[src/rtl/inst_fetcher_pkg.sv]
// Fetch-stage shared definitions: opcode constants, FSM states, queue entry
// layout and the static next-PC predictor used by the fetcher.
package inst_fetcher_pkg;

    localparam logic [6:0] OPC_JAL    = 7'b1101111;
    localparam logic [6:0] OPC_JALR   = 7'b1100111;
    localparam logic [6:0] OPC_BRANCH = 7'b1100011;

    typedef enum logic [1:0] {
        ST_IDLE,
        ST_WAIT,
        ST_DROP
    } fetch_state_e;

    typedef struct packed {
        logic [31:0] inst;
        logic [31:0] pc;
    } fetch_entry_t;

    // JAL is always taken; branches and JALR fall through and are fixed by the RoB.
    function automatic logic predict_taken(input logic [6:0] opcode);
        logic taken;
        case (opcode)
            OPC_JAL:              taken = 1'b1;
            OPC_BRANCH, OPC_JALR: taken = 1'b0;
            default:              taken = 1'b0;
        endcase
        return taken;
    endfunction

    // 21-bit J-type immediate, sign-extended to 32 bits.
    function automatic logic [31:0] jal_offset(input logic [31:0] word);
        return {{11{word[31]}}, word[31], word[19:12], word[20], word[30:21], 1'b0};
    endfunction

    function automatic logic [31:0] next_fetch_pc(input logic [31:0] pc,
                                                  input logic [31:0] word);
        return predict_taken(word[6:0]) ? pc + jal_offset(word) : pc + 32'd4;
    endfunction

endpackage

[src/rtl/inst_fetcher_if.sv]
// Fetcher bus bundle: instruction-memory request/response and decoder handshake.
interface inst_fetcher_if;

    logic        mem_req_valid;
    logic [31:0] mem_req_addr;
    logic        mem_resp_valid;
    logic [31:0] mem_resp_data;
    logic        issue_ready;
    logic        fetch_ready;
    logic [31:0] inst;
    logic [31:0] pc;

    modport master (
        output mem_req_valid, mem_req_addr, fetch_ready, inst, pc,
        input  mem_resp_valid, mem_resp_data, issue_ready
    );

    modport slave (
        input  mem_req_valid, mem_req_addr, fetch_ready, inst, pc,
        output mem_resp_valid, mem_resp_data, issue_ready
    );

endinterface

[src/rtl/inst_queue.sv]
// Circular FIFO of fetched {inst, pc} entries; clear wins over push/pop.
module inst_queue
    import inst_fetcher_pkg::*;
#(
    parameter int unsigned DEPTH = 4,
    parameter int unsigned PTR_W = 2
) (
    input  logic         clk,
    input  logic         rst_n,
    input  logic         push,
    input  logic         pop,
    input  logic         clear,
    input  fetch_entry_t push_data,
    output fetch_entry_t head,
    output logic         full,
    output logic         empty
);

    fetch_entry_t     entries [DEPTH];
    logic [PTR_W-1:0] head_ptr;
    logic [PTR_W-1:0] tail_ptr;
    logic [PTR_W:0]   count;

    // Pointer/count bookkeeping and entry storage; pointers wrap naturally at DEPTH.
    always_ff @(posedge clk or negedge rst_n) begin
        if (!rst_n) begin
            for (int unsigned i = 0; i < DEPTH; i++) begin
                entries[i] <= '0;
            end
            head_ptr <= '0;
            tail_ptr <= '0;
            count    <= '0;
        end else if (clear) begin
            head_ptr <= '0;
            tail_ptr <= '0;
            count    <= '0;
        end else begin
            if (push) begin
                entries[tail_ptr] <= push_data;
                tail_ptr          <= tail_ptr + 1'b1;
            end
            if (pop) begin
                head_ptr <= head_ptr + 1'b1;
            end
            count <= count + {{PTR_W{1'b0}}, push} - {{PTR_W{1'b0}}, pop};
        end
    end

    assign head  = entries[head_ptr];
    assign full  = (count == (PTR_W + 1)'(DEPTH));
    assign empty = (count == '0);

endmodule

[src/rtl/inst_fetcher.sv]
// Instruction fetch front end: one outstanding memory read, fetched words
// queued with their PC, static JAL prediction and RoB flush redirect.
module inst_fetcher
    import inst_fetcher_pkg::*;
#(
    parameter int unsigned DEPTH    = 4,
    parameter int unsigned PTR_W    = 2,
    parameter logic [31:0] RESET_PC = 32'h0000_0000
) (
    input  logic        clk_in,
    input  logic        rst_n_in,
    input  logic        rdy_in,
    input  logic        flush_in,
    input  logic [31:0] flush_pc,
    inst_fetcher_if.master bus
);

    fetch_state_e state, state_next;
    logic [31:0]  fetch_pc, fetch_pc_next;
    logic         req_valid, req_valid_next;
    logic [31:0]  req_addr, req_addr_next;

    logic         q_push, q_pop, q_clear;
    logic         q_full, q_empty;
    fetch_entry_t q_push_data, q_head;

    assign q_push_data = '{inst: bus.mem_resp_data, pc: req_addr};

    inst_queue #(
        .DEPTH (DEPTH),
        .PTR_W (PTR_W)
    ) u_queue (
        .clk       (clk_in),
        .rst_n     (rst_n_in),
        .push      (q_push),
        .pop       (q_pop),
        .clear     (q_clear),
        .push_data (q_push_data),
        .head      (q_head),
        .full      (q_full),
        .empty     (q_empty)
    );

    // State, fetch PC and request registers.
    always_ff @(posedge clk_in or negedge rst_n_in) begin
        if (!rst_n_in) begin
            state     <= ST_IDLE;
            fetch_pc  <= RESET_PC;
            req_valid <= 1'b0;
            req_addr  <= '0;
        end else begin
            state     <= state_next;
            fetch_pc  <= fetch_pc_next;
            req_valid <= req_valid_next;
            req_addr  <= req_addr_next;
        end
    end

    // Next-state, request and queue control; everything holds while rdy_in is low.
    always_comb begin
        state_next     = state;
        fetch_pc_next  = fetch_pc;
        req_valid_next = req_valid;
        req_addr_next  = req_addr;
        q_push         = 1'b0;
        q_pop          = 1'b0;
        q_clear        = 1'b0;

        if (rdy_in) begin
            if (flush_in) begin
                // Redirect: any in-flight read must still complete, but its data is discarded.
                q_clear       = 1'b1;
                fetch_pc_next = flush_pc;
                case (state)
                    ST_WAIT, ST_DROP: begin
                        if (bus.mem_resp_valid) begin
                            state_next     = ST_IDLE;
                            req_valid_next = 1'b0;
                        end else begin
                            state_next = ST_DROP;
                        end
                    end
                    default: state_next = ST_IDLE;
                endcase
            end else begin
                q_pop = bus.issue_ready & ~q_empty;
                case (state)
                    ST_IDLE: begin
                        if (!q_full) begin
                            state_next     = ST_WAIT;
                            req_valid_next = 1'b1;
                            req_addr_next  = fetch_pc;
                        end
                    end
                    ST_WAIT: begin
                        if (bus.mem_resp_valid) begin
                            q_push         = 1'b1;
                            fetch_pc_next  = next_fetch_pc(req_addr, bus.mem_resp_data);
                            state_next     = ST_IDLE;
                            req_valid_next = 1'b0;
                        end
                    end
                    ST_DROP: begin
                        if (bus.mem_resp_valid) begin
                            state_next     = ST_IDLE;
                            req_valid_next = 1'b0;
                        end
                    end
                    default: state_next = ST_IDLE;
                endcase
            end
        end
    end

    assign bus.mem_req_valid = req_valid;
    assign bus.mem_req_addr  = req_addr;
    assign bus.fetch_ready   = ~q_empty;
    assign bus.inst          = q_head.inst;
    assign bus.pc            = q_head.pc;

endmodule

[src/flat_wrapper.sv]
// flat-port wrapper written by rule: the top's interface ports become plain ports
module inst_fetcher_flat import inst_fetcher_pkg::*;
#(
    parameter int unsigned DEPTH    = 4,
    parameter int unsigned PTR_W    = 2,
    parameter logic [31:0] RESET_PC = 32'h0000_0000
)
  (clk_in, rst_n_in, rdy_in, flush_in, flush_pc, bus_mem_req_valid, bus_mem_req_addr, bus_fetch_ready, bus_inst, bus_pc, bus_mem_resp_valid, bus_mem_resp_data, bus_issue_ready);
  inst_fetcher_if bus_i ();
  input  logic clk_in;
  input  logic rst_n_in;
  input  logic rdy_in;
  input  logic flush_in;
  input  logic [31:0] flush_pc;
  output wire logic [$bits(bus_i.mem_req_valid)-1:0] bus_mem_req_valid;
  output wire logic [$bits(bus_i.mem_req_addr)-1:0] bus_mem_req_addr;
  output wire logic [$bits(bus_i.fetch_ready)-1:0] bus_fetch_ready;
  output wire logic [$bits(bus_i.inst)-1:0] bus_inst;
  output wire logic [$bits(bus_i.pc)-1:0] bus_pc;
  input wire logic [$bits(bus_i.mem_resp_valid)-1:0] bus_mem_resp_valid;
  input wire logic [$bits(bus_i.mem_resp_data)-1:0] bus_mem_resp_data;
  input wire logic [$bits(bus_i.issue_ready)-1:0] bus_issue_ready;
  assign bus_mem_req_valid = bus_i.mem_req_valid;
  assign bus_mem_req_addr = bus_i.mem_req_addr;
  assign bus_fetch_ready = bus_i.fetch_ready;
  assign bus_inst = bus_i.inst;
  assign bus_pc = bus_i.pc;
  assign bus_i.mem_resp_valid = bus_mem_resp_valid;
  assign bus_i.mem_resp_data = bus_mem_resp_data;
  assign bus_i.issue_ready = bus_issue_ready;
  inst_fetcher #(.DEPTH(DEPTH), .PTR_W(PTR_W), .RESET_PC(RESET_PC)) u_core (.clk_in(clk_in), .rst_n_in(rst_n_in), .rdy_in(rdy_in), .flush_in(flush_in), .flush_pc(flush_pc), .bus(bus_i));
endmodule
[config.mk]
export PLATFORM = sky130hd
export DESIGN_NAME = inst_fetcher_flat
export DESIGN_NICKNAME = d
export VERILOG_FILES = /design/src/rtl/inst_fetcher_pkg.sv /design/src/rtl/inst_fetcher_if.sv /design/src/rtl/inst_queue.sv /design/src/rtl/inst_fetcher.sv /design/src/flat_wrapper.sv
export SDC_FILE = /design/constraint.sdc
export NUM_CORES = 1
export LEC_CHECK = 0
export CELL_PAD_IN_SITES_DETAIL_PLACEMENT = 1
export CELL_PAD_IN_SITES_GLOBAL_PLACEMENT = 1
export CORE_MARGIN = 1.5
export CORE_UTILIZATION = 51
export CTS_CLUSTER_SIZE = 24
export DETAILED_ROUTE_END_ITERATION = 8
export PLACE_DENSITY = 0.93
export SYNTH_ARGS = -nofsm -noshare
export SYNTH_HDL_FRONTEND = slang
export SYNTH_SLANG_ARGS = --single-unit
[constraint.sdc]
create_clock -name clk_in -period 4.6 [get_ports clk_in]
set_input_delay 0.92 -clock clk_in [delete_from_list [all_inputs] [get_ports clk_in]]
set_output_delay 0.92 -clock clk_in [all_outputs]
set_load 0.02 [all_outputs]
After elaboration in Yosys (flattened, before gate mapping)
Cells that the tools add are included.
{ "word_totals": {"regBits": 330, "out_inout_bits": 98, "input_bits": 70, "word_cells": 91} }
{ "classes": {"reduce_logical": 14, "bitwise_logic": 7, "addsub": 6, "muxes": 39, "n_eq_ne": 7, "order_cmp": 3} }
{ "op_table": {"columns": ["operator", "count"], "rows": [
  ["256-bit bitwise mux", 1],
  ["64-bit 2-to-1 mux", 3],
  ["64-bit binary-select mux with 2-bit select", 1],
  ["64-bit demux with 2-bit select", 1],
  ["32-bit 2-to-1 mux", 4],
  ["32-bit by 3-bit adder with 32-bit output (second input constant)", 1],
  ["32-bit adder", 1],
  ["2-bit 2-to-1 mux", 9],
  ["1-bit 2-to-1 mux", 17],
  ["2-bit nonzero test", 5],
  ["4-bit AND reduction", 2],
  ["7-bit == test (second input constant)", 1],
  ["3-bit >= comparator (second input constant)", 2],
  ["2-bit NOT with 3-bit output", 2],
  ["3-bit AND reduction", 2],
  ["2-bit by 1-bit adder with 2-bit output (second input constant)", 2],
  ["1-bit NOT", 4],
  ["2-bit one-hot mux with 2 select lines", 1],
  ["3-bit by 1-bit adder with 3-bit output", 1],
  ["3-bit == test (second input constant)", 1],
  ["3-bit zero test", 1],
  ["3-bit by 1-bit < comparator with 1-bit output (second input constant)", 1],
  ["3-bit 2-to-1 mux", 1],
  ["3-bit by 1-bit != test with 1-bit output (second input constant)", 1],
  ["11 further kinds", 11]
]} }

Logic depth before layout (Yosys ltp)
{ "depth": {"word_depth": 10, "mapped_depth": 14, "mapped_depth_nobuf": 14} }

Cells and area by module
Synthesis repeated with hierarchy kept, for this count alone.
{ "hier_totals": {"hier_cells": 1275, "hier_area_um2": 17798.3} }
{ "by_module_without_submodules": {"columns": ["module", "cells_each", "seq_area_each_um2", "n_inst", "area_each_um2"], "rows": [
  ["inst_queue", 659, 6581.3, 1, 12445.7],
  ["inst_fetcher", 616, 1676.6, 1, 5352.6]
]} }

Worst setup path before layout
Ideal clock, no wire load.
{ "synth_timing": {"path_kind": "input to register", "start": "input bus_mem_resp_data[31]", "end": "register u_core.fetch_pc[31]", "arrival_ps": 3210, "t_required_ps": 4475, "n_path_buf": 0, "setup_slack_ps": 1265, "setup_time_ps": 125, "path_stages": 11, "cell_sequence": "ha_1 -> a21o_1 -> a21o_1 -> a221o_1 -> o2bb2ai_2 -> o41ai_4 -> a21oi_2 -> mux2i_1 -> nor3_1 -> o31ai_1 -> mux2_2"} }
{ "synth_between": {"elab_chain_cells": 5} }
{ "synth_rtl": {"columns": ["element", "line", "text"], "rows": [
  ["start: declaration", "flat_wrapper.sv:21", "input wire logic [$bits(bus_i.mem_resp_data)-1:0] bus_mem_resp_data;"],
  ["32-bit adder", "inst_fetcher_pkg.sv:38", "return predict_taken(word[6:0]) ? pc + jal_offset(word) : pc + 32'd4;"],
  ["32-bit 2-to-1 mux", "inst_fetcher_pkg.sv:38", null],
  ["32-bit 2-to-1 mux", "inst_fetcher.sv:96", "if (bus.mem_resp_valid) begin"],
  ["32-bit 2-to-1 mux", "inst_fetcher.sv:87", "case (state)"],
  ["32-bit 2-to-1 mux", "inst_fetcher.sv:70", "if (flush_in) begin"],
  ["end signal: assignment", "inst_fetcher.sv:53", "fetch_pc <= fetch_pc_next;"],
  ["end: declaration", "inst_fetcher.sv:19", "logic [31:0] fetch_pc, fetch_pc_next;"]
]} }
Every way passes these cells. The select of a mux whose other input is x is not followed.
A chain may end at the register's enable or synchronous reset.

Worst setup path in the final report
{ "layout_timing": {"start": "register u_core.u_queue.head_ptr[0]", "end": "output bus_pc[12]"} }
{ "layout_between": {"elab_chain_cells": 4} }
{ "layout_rtl": {"columns": ["element", "line", "text"], "rows": [
  ["start: declaration", "inst_queue.sv:20", "logic [PTR_W-1:0] head_ptr;"],
  ["start signal: assignment", "inst_queue.sv:43", "head_ptr <= head_ptr + 1'b1;"],
  ["2-bit NOT with 3-bit output (not written as such)", "inst_queue.sv:49", "assign head = entries[head_ptr];"],
  ["64-bit binary-select mux with 2-bit select", "inst_queue.sv:49", null],
  ["64-bit 2-to-1 mux (not written as such) (2 in a row)", "inst_queue.sv:49", null],
  ["end: declaration", "flat_wrapper.sv:19", "output wire logic [$bits(bus_i.pc)-1:0] bus_pc;"]
]} }
Every way passes these cells. The select of a mux whose other input is x is not followed.

==> impl_metrics.ini <==
[synth]
synthCells = 1302
synthDominantCellAreaShare_pct = 49.9
synth.area.top_cells = dfrtp_1 (50%), mux2_2 (18%), mux4_2 (8.7%), ha_1 (3.0%), nand2_1 (2.1%)
yosysTopAreaCell = dfrtp_1
ys_seq_elements = 330
synth-async-reset-ratio_pct = 100
synth.avg_cell_area_um2 = 12.7
synth_nets = 1414
yosys.cell_types.count = 55
synth_flop_cell = dfrtp_1
yosysWarningCount = 0
synth_edf_count = 0
synth_seq_area_share_pct = 49.9
syn-cell-area_um2 = 16600

[final_layout]
seq_area_um2 = 8260
multi_input_area_um2 = 7950
nNetsFinal = 1551
drive_gt1_share_pct = 29.0
layout_common_cells = dfrtp_1 (328), mux2_2 (270), clkdlybuf4s50_1 (165), nand2_1 (89), mux4_2 (64)
area_delta_synth_final_pct = 20.1
fillers = 3032
final_common_cell = dfrtp_1
final_cell_count_no_fill = 1870

[power]
p_per_area_nw_per_um2 = 754
power_mw = 15.0
p_leak_nw = 8.79
ir_worst_vdd_uv = 389

[global_routing]
first_global_vias = 13800
grt_use_met2_pct = 56.9
gr-total-overflow = 0
met1_usage_pct = 39.9
antenna_found_initial = 1
grt_max_degree = 109
grt_util_met3_pct = 6.75
grt_pass1_wl_um = 83600
track_usage_pct = 33.0
top_usage_layer = met2

[critical_path]
reg2reg_slack_ns = 0.98
criticalPathCategory = reg2out
cp_slowest_stage_delay_ns = 0.95
crit_required_ns = 3.68
crit_chain = buf_4, mux4_2, clkdlybuf4s50_1
end_kind = output pin
cp_slowest_cell = dfrtp_4
r2r_start = u_core.bus.mem_req_addr[6]$_DFFE_PN0P_
arrival_ns = 3.01
critPathLaunch = u_core.u_queue.head_ptr[0]$_DFFE_PN0P_
start_kind = register
path_max_fanout = 32

[route]
drt-pass1-iter-count = 5
wire_per_inst_um = 29.0
drt-total-wl_um = 54300
drt-initial-drc-count = 882
via_per_inst = 6.56
ant_nets = 0
routed-via-count = 12300
route.detailed.drc = 0

[cts]
clk_pin_slew_ns = 0.07
postCtsSetupBuffers = 0
cts-hold-fix-buffers = 0
cts_buffers = 37
insertion_delay_ns = 0.54
clkSinkCount = 330
tritoncts = done
root_buffer = clkbuf_16
cts_buffer_depth = 3
htreeDepth = 2
ctsResizeCount = 0

[sta]
hold_violations = 0
relSlewSlack_pct = 39.4
worst_pin_slew_ns = 0.909
fin_crit_sh_pct = 85.4
fin_crit_ns = 3.93
setup-violations-final = 0
tns_ns = 0
setup_ws_ns = 0.673
slew_violations = 0
finalClockSkew_ns = 0.0359
rsz0062_at_grt = no
clock.fmax_mhz = 255

[place]
dp_cells = 1802
post-place-ws_ns = 0.328
gp_congestion = 0.875
portBuffers = 167
dpl.hpwl_um = 32800

[worst_hold_path]
hp-class = in2async

[floorplan]
io_pins = 168
initial_utilization_pct = 52.2
row_count = 65
die_w_um = 183
dieArea_um2 = 33600
core_um2 = 31700
die_h_um = 183

[status]
status = finished, final reports clean

[job]
max-cap-violations = 0
[synth_stat cells (3+ instances only)]
cell and instances:
a21o_1 22, and3_1 16, nand3_1 20, ha_1 40, buf_1 35, inv_1 16
nor3_1 10, nand3b_1 4, nor2b_1 6, a211oi_1 17, o21ai_0 57, a31oi_1 6
o21a_1 10, o211ai_1 3, o21bai_1 5, dfrtp_1 330, nor2_1 50, o21ai_1 5
clkbuf_1 50, nand4_1 8, xnor2_1 27, nand2_1 93, o31ai_1 3, o221ai_1 3
and4_1 4, mux2_2 270, a211o_1 6, mux4_2 64, a21oi_1 60, nand2b_1 8
xor2_1 25
[flip-flops by register name, indices dropped and copies added, names as in the netlist]
name / cells
u_core.bus.mem_req_addr: 32
u_core.bus.mem_req_valid: 1
u_core.fetch_pc: 32
u_core.state: 2
u_core.u_queue.count: 3
u_core.u_queue.entries: 256
u_core.u_queue.head_ptr: 2
u_core.u_queue.tail_ptr: 2
[routing by layer]
metal	vias up	share of wire, %	wire length, µm
met1	6431	38	20700
li1	5023	-	-
met5	-	0	0
met2	615	50	27300
met4	0	4.8	2610
met3	202	6.7	3630
[logic make-up (layout without fill, tap and decap cells)]
family,after synthesis,after routing,share of synthesized area (%)
compound gates,212,212,8.20
other cells,0,1,0
xor+xnor,52,52,2.75
simple gates,227,227,6.36
flops,330,330,49.9
buf+inv,103,268,2.37
fa+ha+maj,42,42,3.26
mux,336,336,27.2
[worst paths after layout]
path | to | cells past startpoint
worst min register to register | u_core.u_queue.entries[198]$_DFFE_PN0P_ | 1
max in group asynchronous | u_core.u_queue.entries[163]$_DFFE_PN0P_ | 2
worst min-delay path | u_core.u_queue.entries[10]$_DFFE_PN0P_ | 1
worst max register to register | u_core.fetch_pc[31]$_DFFE_PN0P_ | 9
worst max-delay path | bus_pc[12] | 3
min in group clk_in | u_core.u_queue.entries[198]$_DFFE_PN0P_ | 1
[stage by stage]
stage,hold slack (ns),instance area [µm²],utilization (%)
floorplan,0.443,16600,-
global placement,0.454,18700,58.9
detailed placement,0.476,18700,58.9
CTS,0.500,19900,62.7
global route,0.502,19900,62.7
finish,0.472,19900,62.7
[critical path: cells and delay by family, from the launching register on]
kind | cells | cell delay (ns)
flip-flops | 1 | 0.95
multiplexers | 1 | 0.54
buffers and inverters | 2 | 0.97
[final cells by class]
type                    instances  area share, %
diodes                          1         0.0126
clock buffers                  57           5.54
clock inverters                10          0.447
inverters                      16          0.302
multi-input cells             869           40.0
flip-flops and latches        330           41.5
well taps                     402           2.53
repair buffers                185           9.65
[where the power goes]
group / internal, mW / switching, mW
Combinational: 3.30 / 3.21
Sequential: 4.19 / 1.35
Clock: 1.71 / 1.23
Total: 9.21 / 5.80
No activity file was read; power rests on OpenSTA's default activity.
